--- src/rtl/core_dmem_if.sv ---
`default_nettype none
// ============================================================================
// core_dmem_if : load/store bridge between the EXMEM stage and a req/gnt,
//                rvalid data bus, with per-phase timeout abort.
// Optional macro: DMEM_MISALIGN_TRAP_EN (trap misaligned LH/LHU/SH/LW/SW).
// Revision: 1.0
// ============================================================================
module core_dmem_if #(
    parameter int TIMEOUT_CYCLES = 255,
    parameter int ADDR_W         = 32
) (
    input  logic              clk,
    input  logic              rst,
    input  logic              dmem_start,
    input  logic              dmem_isload,
    input  logic              dmem_isstore,
    input  logic [2:0]        dmem_funct3,
    input  logic [ADDR_W-1:0] dmem_addr,
    input  logic [31:0]       dmem_wdata,
    output logic              hcu_dmem_busy,
    output logic              hcu_dmem_done,
    output logic [31:0]       dmem_rdata,
    output logic              dmem_err,
    output logic              bus_req,
    output logic              bus_we,
    output logic [ADDR_W-1:0] bus_addr,
    output logic [31:0]       bus_wdata,
    output logic [3:0]        bus_wstrb,
    input  logic              bus_gnt,
    input  logic              bus_rvalid,
    input  logic [31:0]       bus_rdata
);

    typedef enum logic [1:0] {
        S_IDLE = 2'd0,
        S_REQ  = 2'd1,
        S_RSP  = 2'd2,
        S_DONE = 2'd3
    } state_t;

    localparam logic [7:0] C_TMO_LAST = 8'(TIMEOUT_CYCLES - 1);

    state_t      r_state;
    logic [7:0]  r_cnt;
    logic [2:0]  r_funct3;
    logic [1:0]  r_lane;

    logic        w_accept;
    logic        w_misaligned;
    logic [3:0]  w_req_strb;
    logic [31:0] w_req_wdata;
    logic [7:0]  w_byte;
    logic [15:0] w_half;
    logic [31:0] w_load_data;

    assign w_accept = (r_state == S_IDLE) & dmem_start & (dmem_isload | dmem_isstore);

`ifdef DMEM_MISALIGN_TRAP_EN
    assign w_misaligned = ((dmem_funct3[1:0] == 2'b01) & dmem_addr[0]) |
                          ((dmem_funct3[1:0] == 2'b10) & (dmem_addr[1:0] != 2'b00));
`else
    assign w_misaligned = 1'b0;
`endif

    // Busy rises in the start cycle so the pipeline stalls without a bubble.
    assign hcu_dmem_busy = ~rst & ((r_state == S_REQ) | (r_state == S_RSP) |
                                   (w_accept & ~w_misaligned));

    // Halfword lane follows ADDR[1]; ADDR[0] is dropped for halfwords.
    always_comb begin
        w_req_strb  = 4'b1111;
        w_req_wdata = dmem_wdata;
        case (dmem_funct3[1:0])
            2'b00: begin
                w_req_strb  = 4'b0001 << dmem_addr[1:0];
                w_req_wdata = {4{dmem_wdata[7:0]}};
            end
            2'b01: begin
                w_req_strb  = dmem_addr[1] ? 4'b1100 : 4'b0011;
                w_req_wdata = {2{dmem_wdata[15:0]}};
            end
            default: ;
        endcase
    end

    always_comb begin
        w_byte = bus_rdata[7:0];
        case (r_lane)
            2'd1:    w_byte = bus_rdata[15:8];
            2'd2:    w_byte = bus_rdata[23:16];
            2'd3:    w_byte = bus_rdata[31:24];
            default: w_byte = bus_rdata[7:0];
        endcase
        w_half = r_lane[1] ? bus_rdata[31:16] : bus_rdata[15:0];
        case (r_funct3[1:0])
            2'b00:   w_load_data = {{24{w_byte[7] & ~r_funct3[2]}}, w_byte};
            2'b01:   w_load_data = {{16{w_half[15] & ~r_funct3[2]}}, w_half};
            default: w_load_data = bus_rdata;
        endcase
    end

    always_ff @(posedge clk or posedge rst) begin
        if (rst) begin
            r_state       <= S_IDLE;
            r_cnt         <= 8'd0;
            r_funct3      <= 3'd0;
            r_lane        <= 2'd0;
            hcu_dmem_done <= 1'b0;
            dmem_err      <= 1'b0;
            dmem_rdata    <= 32'd0;
            bus_req       <= 1'b0;
            bus_we        <= 1'b0;
            bus_addr      <= '0;
            bus_wdata     <= 32'd0;
            bus_wstrb     <= 4'd0;
        end else begin
            case (r_state)
                S_IDLE: begin
                    if (w_accept) begin
                        r_funct3   <= dmem_funct3;
                        r_lane     <= dmem_addr[1:0];
                        r_cnt      <= 8'd0;
                        dmem_rdata <= 32'd0;
                        if (w_misaligned) begin
                            r_state       <= S_DONE;
                            hcu_dmem_done <= 1'b1;
                            dmem_err      <= 1'b1;
                        end else begin
                            r_state   <= S_REQ;
                            bus_req   <= 1'b1;
                            bus_we    <= ~dmem_isload;
                            bus_addr  <= {dmem_addr[ADDR_W-1:2], 2'b00};
                            bus_wstrb <= dmem_isload ? 4'd0 : w_req_strb;
                            bus_wdata <= dmem_isload ? 32'd0 : w_req_wdata;
                        end
                    end
                end
                S_REQ: begin
                    if (bus_gnt) begin
                        bus_req <= 1'b0;
                        r_cnt   <= 8'd0;
                        r_state <= S_RSP;
                    end else if (r_cnt == C_TMO_LAST) begin
                        bus_req       <= 1'b0;
                        r_state       <= S_DONE;
                        hcu_dmem_done <= 1'b1;
                        dmem_err      <= 1'b1;
                        dmem_rdata    <= 32'd0;
                    end else begin
                        r_cnt <= r_cnt + 8'd1;
                    end
                end
                S_RSP: begin
                    if (bus_rvalid) begin
                        r_state       <= S_DONE;
                        hcu_dmem_done <= 1'b1;
                        if (!bus_we) begin
                            dmem_rdata <= w_load_data;
                        end
                    end else if (r_cnt == C_TMO_LAST) begin
                        r_state       <= S_DONE;
                        hcu_dmem_done <= 1'b1;
                        dmem_err      <= 1'b1;
                        dmem_rdata    <= 32'd0;
                    end else begin
                        r_cnt <= r_cnt + 8'd1;
                    end
                end
                default: begin
                    hcu_dmem_done <= 1'b0;
                    dmem_err      <= 1'b0;
                    r_cnt         <= 8'd0;
                    r_state       <= S_IDLE;
                end
            endcase
        end
    end

endmodule
`default_nettype wire

--- config.mk ---
export PLATFORM = sky130hd
export DESIGN_NAME = core_dmem_if
export DESIGN_NICKNAME = d
export VERILOG_FILES = /design/src/rtl/core_dmem_if.sv
export SDC_FILE = /design/constraint.sdc
export NUM_CORES = 1
export LEC_CHECK = 0
export CORE_MARGIN = 2
export CORE_UTILIZATION = 41
export CTS_CLUSTER_DIAMETER = 120
export DETAILED_ROUTE_END_ITERATION = 12
export PLACE_DENSITY = 0.79
export SKIP_LAST_GASP = 1
export SYNTH_ARGS = -nofsm -noshare
export SYNTH_HDL_FRONTEND = slang
export SYNTH_SLANG_ARGS = --single-unit
--- constraint.sdc ---
create_clock -name clk -period 4 [get_ports clk]
set_clock_uncertainty 0.05 [all_clocks]
set_input_delay 0.8 -clock clk [delete_from_list [all_inputs] [get_ports clk]]
set_output_delay 0.8 -clock clk [all_outputs]
set_load 0.1 [all_outputs]
After elaboration in Yosys (flattened, before gate mapping)

Cells that the tools add are included.
Widths: inputs -> output; s select.

Flip-flop bits (word level): 117
Latch bits: 0
Memory bits (writable): 0
Memory bits (read-only): 0
Input port bits: 106
Output and inout port bits: 105
Word-level logic and storage cells: 86
Memories: 0

$add $sub $neg: 1
Multipliers: 0
Divide/modulo/power cells: 0
Order comparisons: 0
Equal/unequal tests: 13
Shift-type cells: 1
Mux-type cells: 36
Bitwise operators: 12
Reduce and logical (&&, ||, !) cells: 11

Operators by type and width:

| kind                | number |
|---|---|
| $mux 32             | 6 |
| $pmux 32 s2         | 2 |
| $pmux 32 s3         | 1 |
| $pmux 8 s3          | 2 |
| $mux 8              | 4 |
| $mux 16             | 1 |
| $mux 1              | 9 |
| $add 8x1->8 const B | 1 |
| $eq 2x1->1 const B  | 4 |
| $eq 8x8->1 const B  | 1 |
| $mux 2              | 4 |
| $mux 4              | 2 |
| $pmux 4 s2          | 1 |
| $eq 2x2->1 const B  | 3 |
| $logic_not 2->1     | 3 |
| $ne 2x2->1 const B  | 3 |
| $pmux 1 s3          | 2 |
| $pmux 2 s3          | 1 |
| $reduce_and 2->1    | 3 |
| $reduce_and 3->1    | 2 |
| $and 1x1->1         | 5 |
| $not 1->1           | 4 |
| $reduce_and 4->1    | 1 |
| $shl 1x2->4 const A | 1 |
| 6 further kinds     | 8 |

Logic depth before layout (Yosys ltp)

Gate-level depths: netlist of run 1.

Depth after elaboration: 7
Depth in mapped cells: 9
Gate-level depth less buffers: 7

Least setup slack after synthesis of run 1

Ideal clock, no wire load.

Path type: in2out
Start point: input dmem_isload
End point: output hcu_dmem_busy
Arrival time: 2896 ps
Data required time: 3150 ps
Path slack: 254 ps
Stages on the path: 4
Buffers on the path: 2
Path through: o211ai_1 clkbuf_1 clkbuf_1 a21oi_1

Longest elaborated chain between the ends: 4

Ends and longest elaborated chain:

| element     | RTL line | RTL |
|---|---|---|
| from (decl) | 15       | `input logic dmem_isload,` |
| $or 1x1->1  | 56       | `assign w_accept = (r_state == S_IDLE) & dmem_start & (dmem_isload \| dmem_isstore);` |
| $and 1x1->1 | 56       |  |
| $or 1x1->1  | 66       | `assign hcu_dmem_busy = ~rst & ((r_state == S_REQ) \| (r_state == S_RSP) \|` |
| $and 1x1->1 | 66       |  |
| to (decl)   | 20       | `output logic hcu_dmem_busy,` |

No other way between the ends.

Worst setup path after layout of run 1

Start point: register bus_we
End point: output bus_we

RTL lines:

| element                | RTL line | RTL |
|---|---|---|
| from (decl)            | 25       | `output logic bus_we,` |
| from (signal assigned) | 131      | `bus_we <= ~dmem_isload;` |

No word-level cell between the ends.

==> impl_metrics.env, run 1 <==
export IMPL_regToRegStartpoint="r_lane[1]"
export IMPL_syn_inst=554
export IMPL_cell_area_after_technology_mapping_sq_um=5960
export IMPL_seqCellArea_sq_um=2930
export IMPL_outcome="finished clean"
export IMPL_crit_reg2reg_capture="dmem_rdata[11]"
export IMPL_clk_latency_ns=0.41
export IMPL_wire_length_of_the_first_global_routing_pass_um=26800
export IMPL_dieArea_sq_um=15500
export IMPL_critPathArrivalTime_ns=2.07
export IMPL_startpoint_type="register"
export IMPL_first_global_vias=5046
export IMPL_multiplexer_share_of_the_synthesized_area_pct=11.1
export IMPL_hold_path_cell_count=2
export IMPL_floorplan_initialDensity_pct=41.5
export IMPL_h_tree_depth=4
export IMPL_whs_endpoint="bus_wstrb[0]"
export IMPL_core_area_sq_um=14400
export IMPL_vertical_die_dimension_um=125
export IMPL_worst_slew_pin_transition_ns=1.03
export IMPL_boundaryPins=211
export IMPL_report_final_slew_viol_count=0
export IMPL_synth_area_per_cell_sq_um=10.8
export IMPL_hp_start="bus_wstrb[0]"
export IMPL_detailroute_via_count=5136
export IMPL_r2r_cells=5
export IMPL_yosysUniqueCellTypes=60
export IMPL_tritoncts_num_buffers=17
export IMPL_setup_worst_path_end_class="primary output"
export IMPL_rows=44
export IMPL_initial_drc_count=407
export IMPL_drt_first_pass_iters=7
export IMPL_avgViaCountPerCell=5.43
export IMPL_worst_r2r_setup_slack_ns=1.57
export IMPL_cp_buffers_inverters=1
export IMPL_cp_required_ns=3.15
export IMPL_ys_warnings_count=0
export IMPL_area_growth_pct=46.8
export IMPL_numClockSinks=117
export IMPL_post_detailed_route_count_of_antenna_violating_nets=0
export IMPL_synth_largest_area_cell="sky130_fd_sc_hd__dfrtp_1"
export IMPL_synth_compound_gate_area_share_pct=21.2
export IMPL_final_fill_count=1174
export IMPL_ys_dominant_reg_cell="sky130_fd_sc_hd__dfrtp_1"
export IMPL_setup_violations_final=0
export IMPL_worst_slew_margin_rel_pct=31.1
export IMPL_top_achievable_clock_speed_mhz=342
export IMPL_synthArstFlopShare_pct=100
export IMPL_synth_xor_xnor_area_share_pct=0
export IMPL_dominant_combinational_cell_family_by_area_after_synthesis="compound AO/OA/AOI/OAI gates"
export IMPL_grt_antenna_before_repair=0
export IMPL_timing_hold_violations_final=0
export IMPL_period_utilisation_layout_pct=73.0
export IMPL_post_synth_main_area_contributors="sky130_fd_sc_hd__dfrtp_1 49%, sky130_fd_sc_hd__mux2_1 6.4%, sky130_fd_sc_hd__nand2_1 3.9%"
export IMPL_multi_input_area_sq_um=2750
export IMPL_setup_worst_path_class="reg2out"
export IMPL_post_route_drc_count=0
export IMPL_cpMaxStageDelayCell="sky130_fd_sc_hd__clkdlybuf4s50_1"
export IMPL_ctsResizeCount=0
export IMPL_setup_total_negative_slack_ns=0
export IMPL_ys_seq_area_share_pct=49.1
export IMPL_maxcap_viol_count=0
export IMPL_finalWirelength_um=16600
export IMPL_cts_root_buf="sky130_fd_sc_hd__clkbuf_16"
export IMPL_cts_tree="done"
export IMPL_critical_path_max_fanout=4
export IMPL_critical_path_top_delay_family="buffers and inverters"
export IMPL_synth_largest_type_area_fraction_pct=49.1
export IMPL_antenna_cells_inserted=0
export IMPL_grt_max_degree=113
export IMPL_final_period_minus_worst_setup_slack_ns=2.92
export IMPL_grt_overflow_total=0
export IMPL_avgRoutedWirePerCell_um=17.6
export IMPL_yosys_area_share_simple_pct=12.4
export IMPL_synth_edf_count=0
export IMPL_hold_path_class="reg2reg"
export IMPL_cts_post_setup_buffers_inserted=0
export IMPL_adder_cell_area_share_of_the_yosys_netlist_pct=1.26
export IMPL_track_usage_pct=21.7
export IMPL_fin_nets=860
export IMPL_clk_pin_slew_ns=0.05
export IMPL_port_buffers=208
export IMPL_layout_drive_gt1_share_pct=8.80
export IMPL_die_x_um=125
export IMPL_postSynthRegisterBits=117
export IMPL_setup_repair_after_global_routing_missed_its_margin="false"
export IMPL_place_detailed_hpwl_um=12100
export IMPL_post_cts_hold_buffer_count=0
export IMPL_finalWeightedCongestion=0.901
export IMPL_crit_path_max_incr_delay_ns=1.18
export IMPL_cell_breakdown_of_the_critical_path="clkdlybuf4s50_1"
export IMPL_clock_path_buffers=2
[flip-flops by register name, indices dropped and copies added, names as in the netlist]
register / flops
bus_wdata: 32
dmem_rdata: 32
bus_addr: 30
r_cnt: 8
bus_wstrb: 4
r_funct3: 3
r_lane: 2
r_state: 2
bus_req: 1
bus_we: 1
dmem_err: 1
hcu_dmem_done: 1
[cell usage in the layout (no fill, tap or decap), types with 3 or more instances in the layout]
cell type	instances
sky130_fd_sc_hd__bufinv_16	3
sky130_fd_sc_hd__dfrtp_1	117
sky130_fd_sc_hd__inv_1	12
sky130_fd_sc_hd__nand2_1	62
sky130_fd_sc_hd__o21a_1	6
sky130_fd_sc_hd__nand2b_1	17
sky130_fd_sc_hd__a21oi_1	23
sky130_fd_sc_hd__mux2_1	34
sky130_fd_sc_hd__mux2i_1	9
sky130_fd_sc_hd__clkdlybuf4s50_1	207
sky130_fd_sc_hd__clkbuf_16	17
sky130_fd_sc_hd__a22o_1	23
sky130_fd_sc_hd__nand3_1	5
sky130_fd_sc_hd__or2b_1	9
sky130_fd_sc_hd__o21ai_0	12
sky130_fd_sc_hd__clkinv_2	4
sky130_fd_sc_hd__mux2_2	9
sky130_fd_sc_hd__nand4_1	4
sky130_fd_sc_hd__o31ai_1	29
sky130_fd_sc_hd__o21ai_1	26
sky130_fd_sc_hd__a31oi_1	14
sky130_fd_sc_hd__a21o_1	6
sky130_fd_sc_hd__buf_4	5
sky130_fd_sc_hd__o22a_1	7
sky130_fd_sc_hd__o221ai_1	3
sky130_fd_sc_hd__nor2_1	3
sky130_fd_sc_hd__nor2b_1	21
sky130_fd_sc_hd__buf_12	3
sky130_fd_sc_hd__o22ai_1	7
sky130_fd_sc_hd__mux4_2	4
sky130_fd_sc_hd__ha_1	6
sky130_fd_sc_hd__o21bai_1	9
sky130_fd_sc_hd__clkinvlp_4	4
[worst register-to-register path, stage by stage (launching register included)]
cell and delay [ns]:
sky130_fd_sc_hd__dfrtp_1 0.88, sky130_fd_sc_hd__mux2_2 0.45, sky130_fd_sc_hd__a2bb2oi_1 0.19, sky130_fd_sc_hd__or2_1 0.38, sky130_fd_sc_hd__a31oi_1 0.15, sky130_fd_sc_hd__o22a_1 0.22
[layer usage]
metal | share of wire, % | vias to the layer above | global-route usage, % | wire length [um]
met1 | 43 | 2494 | 27.9 | 7090
met4 | 1.6 | 0 | 6.48 | 259
li1 | - | 2409 | - | -
met2 | 47 | 210 | 33.9 | 7810
met5 | 0 | - | 0 | 0
met3 | 8.8 | 23 | 8.51 | 1470
[stage by stage]
step	cells	instance area (sq um)	setup WS (ns)	hold WS [ns]	utilization [%]
2_1_floorplan	555	5960	0.0492	0.420	-
3_3_place_gp	913	8150	0.959	0.409	56.7
3_5_place_dp	913	8150	0.848	0.415	56.7
4_1_cts	945	8750	1.05	0.427	60.9
5_1_grt	945	8750	0.967	0.443	60.9
6_report	945	8750	1.08	0.426	60.9
[synth_stat cells, drive strengths merged (6+ instances only)]
cell and count:
nand2 63, a31oi 14, o22a 7, nor2b 21, mux2i 9, or2b 9, clkbuf 25, o21bai 9
inv 15, ha 6, o22ai 7, buf 15, mux2 43, nand2b 18, o21ai 38, a21oi 24
o31ai 30, a21o 7, dfrtp 117, a22o 23, o21a 6
[cell type report]
cell class / count / area share, %
flip-flops and latches: 117 / 33.5
multi-input cells: 381 / 31.4
repair buffers: 215 / 24.8
clock buffers: 19 / 5.06
well taps: 184 / 2.63
clock inverters: 13 / 1.80
inverters: 16 / 0.872
[cells by family (layout without fill, tap and decap cells)]
| family | Yosys count | count (layout) |
|---|---|---|
| simple gates | 138 | 138 |
| fa+ha+maj | 6 | 6 |
| compound gates | 179 | 179 |
| other cells | 1 | 2 |
| flops | 117 | 117 |
| mux | 56 | 56 |
| buf+inv | 57 | 263 |
[how the worst max path moves through the flow]
| stage | from | endpoint | depth (start not counted) |
|---|---|---|---|
| 2_1_floorplan | rst | bus_addr[10] | 1 |
| 3_3_place_gp | dmem_isload | dmem_rdata[25] | 7 |
| 3_5_place_dp | dmem_isload | dmem_rdata[18] | 7 |
| 4_1_cts | bus_we | bus_we | 1 |
| 5_1_grt | r_state[1] | hcu_dmem_busy | 5 |
| 6_report | bus_we | bus_we | 1 |
Power of run 1 is not shown: default switching activity piles up to over one toggle a cycle in this logic, so the estimate is an artifact.
==> run 2, diff against run 1 <==
Clock period 4 ns to 2.49 ns, I/O delays scaled along.
==> run 2 against run 1 <==
Against the previous run: register-to-register slack lost 1.4 ns; routed wire length grew 3.2%; clock-buffer cell count is the same; first-iteration DRC count grew 21%; non-clock buffer count grew 12; die area is the same; flip-flop and latch count is the same; final area shrank 0.69%; critical path type unchanged; largest cell class unchanged.
==> impl_metrics.env, run 2 (same netlist as run 1, synthesis figures left out) <==
export IMPL_outcome="finished clean"
export IMPL_track_usage_pct=21.9
export IMPL_avgRoutedWirePerCell_um=17.9
export IMPL_regToRegStartpoint="r_state[0]"
export IMPL_core_area_sq_um=14400
export IMPL_grt_overflow_total=0
export IMPL_cp_buffers_inverters=3
export IMPL_initial_drc_count=494
export IMPL_critical_path_max_fanout=6
export IMPL_rows=44
export IMPL_grt_max_degree=97
export IMPL_crit_reg2reg_capture="dmem_rdata[14]"
export IMPL_vertical_die_dimension_um=125
export IMPL_hp_start="bus_wstrb[3]"
export IMPL_place_detailed_hpwl_um=12200
export IMPL_boundaryPins=211
export IMPL_area_growth_pct=45.8
export IMPL_detailroute_via_count=5212
export IMPL_top_achievable_clock_speed_mhz=424
export IMPL_post_cts_hold_buffer_count=0
export IMPL_reg_largest_list="bus_wdata: 32 flops, dmem_rdata: 32 flops, bus_addr: 30 flops"
export IMPL_report_final_slew_viol_count=0
export IMPL_maxcap_viol_count=0
export IMPL_finalWeightedCongestion=0.895
export IMPL_clk_pin_slew_ns=0.05
export IMPL_clock_path_buffers=2
export IMPL_drt_first_pass_iters=5
export IMPL_die_x_um=125
export IMPL_post_detailed_route_count_of_antenna_violating_nets=0
export IMPL_whs_endpoint="bus_wstrb[3]"
export IMPL_setup_violations_final=0
export IMPL_finalWirelength_um=17200
export IMPL_r2r_cells=7
export IMPL_floorplan_initialDensity_pct=41.5
export IMPL_first_global_vias=5208
export IMPL_layout_drive_gt1_share_pct=23.8
export IMPL_clk_latency_ns=0.41
export IMPL_port_buffers=208
export IMPL_antenna_cells_inserted=0
export IMPL_worst_slew_pin_transition_ns=0.725
export IMPL_timing_hold_violations_final=0
export IMPL_period_utilisation_layout_pct=94.8
export IMPL_setup_worst_path_class="reg2out"
export IMPL_worst_setup_path_startpoint="r_state[0]"
export IMPL_crit_path_max_incr_delay_ns=0.41
export IMPL_cpMaxStageDelayCell="sky130_fd_sc_hd__dfrtp_1"
export IMPL_worst_slew_margin_rel_pct=51.7
export IMPL_final_period_minus_worst_setup_slack_ns=2.36
export IMPL_cp_required_ns=1.94
export IMPL_wire_length_of_the_first_global_routing_pass_um=27000
export IMPL_avgViaCountPerCell=5.44
export IMPL_most_frequent_cells_in_the_layout="118 x sky130_fd_sc_hd__buf_4, 117 x sky130_fd_sc_hd__dfrtp_1, 105 x sky130_fd_sc_hd__clkdlybuf4s50_1"
export IMPL_fin_hold_ws_ns=0.425
export IMPL_tritoncts_num_buffers=17
export IMPL_setup_repair_after_global_routing_missed_its_margin="false"
export IMPL_hold_path_class="reg2reg"
export IMPL_numClockSinks=117
export IMPL_setup_worst_path_end_class="primary output"
export IMPL_worst_r2r_setup_slack_ns=0.21
export IMPL_cts_tree="done"
export IMPL_fin_nets=873
export IMPL_critical_path_top_delay_family="buffers and inverters"
export IMPL_grt_antenna_before_repair=0
export IMPL_cell_breakdown_of_the_critical_path="inv_1 > ha_4 > o211ai_1 > buf_4 > a21oi_4 > buf_12"
export IMPL_mostFrequentLayoutCell="sky130_fd_sc_hd__buf_4"
export IMPL_post_route_drc_count=0
export IMPL_dieArea_sq_um=15500
export IMPL_startpoint_type="register"
export IMPL_hold_path_cell_count=2
export IMPL_h_tree_depth=4
export IMPL_critPathArrivalTime_ns=1.81
export IMPL_cts_root_buf="sky130_fd_sc_hd__clkbuf_16"
## run 2: cell count changes in the layout (fill, tap and decap cells not counted), moves of 2 or more
| cell | change |
|---|---|
| sky130_fd_sc_hd__buf_4 | +113 |
| sky130_fd_sc_hd__bufinv_16 | +2 |
| sky130_fd_sc_hd__clkdlybuf4s50_1 | -102 |
| sky130_fd_sc_hd__clkinvlp_4 | -2 |
## run 2: stage by stage
| step | util (%) | worst slack [ns] | TNS [ns] | std cells | area, sq um |
|---|---|---|---|---|---|
| global placement | 55.7 | 0.0574 | 0 | 924 | 8000 |
| floorplan | - | 0.0138 | 0 | 555 | 5980 |
| CTS | 60.3 | 0.0319 | 0 | 956 | 8660 |
| finish | 60.5 | 0.130 | 0 | 958 | 8690 |
| detailed placement | 55.7 | -0.0279 | -0.302 | 924 | 8000 |
| global route | 60.5 | 0.0260 | 0 | 958 | 8690 |
## run 2: repair_timing
| action | CTS | global route |
|---|---|---|
| buffers inserted | 0 | 1 |
| pin swaps | 0 | 2 |
| hold endpoints to repair | 0 | 0 |
| gates cloned | 0 | 1 |
| resized for setup | 1 | 1 |
| endpoints found under the setup margin | 1 | 28 |
## run 2: tightest hold or removal path: cells and delay by family (launching register included)
kind               cells  cell delay (ns)
and+or+nand+nor        1             0.05
AOI/OAI and AO/OA      1             0.05
DFF                    1             0.34
## run 2: worst max-delay path by stage
stage	end	slack, ns	cells after the start
finish	hcu_dmem_busy	0.13	6
global route	hcu_dmem_busy	0.03	6
CTS	hcu_dmem_busy	0.03	6
detailed placement	dmem_rdata[26]	-0.03	5
global placement	dmem_rdata[21]	0.06	5
floorplan	hcu_dmem_busy	0.01	6
## run 2: per-layer routing
layer | track usage [%] | routed length (um)
met5 | 0 | 0
met2 | 36.3 | 8410
met3 | 7.43 | 1440
met4 | 7.53 | 204
met1 | 26.7 | 7110
## run 2: cell type report
| cell class | instances | area, sq um |
|---|---|---|
| clock inverters | 13 | 204 |
| inverters | 16 | 77.6 |
| repair buffers | 227 | 2020 |
| fillers | 1169 | 5680 |
| clock buffers | 19 | 443 |
| well taps | 184 | 230 |
| flip-flops and latches | 117 | 2930 |
| multi-input cells | 382 | 2790 |
Power of run 2 is left out for the same reason.
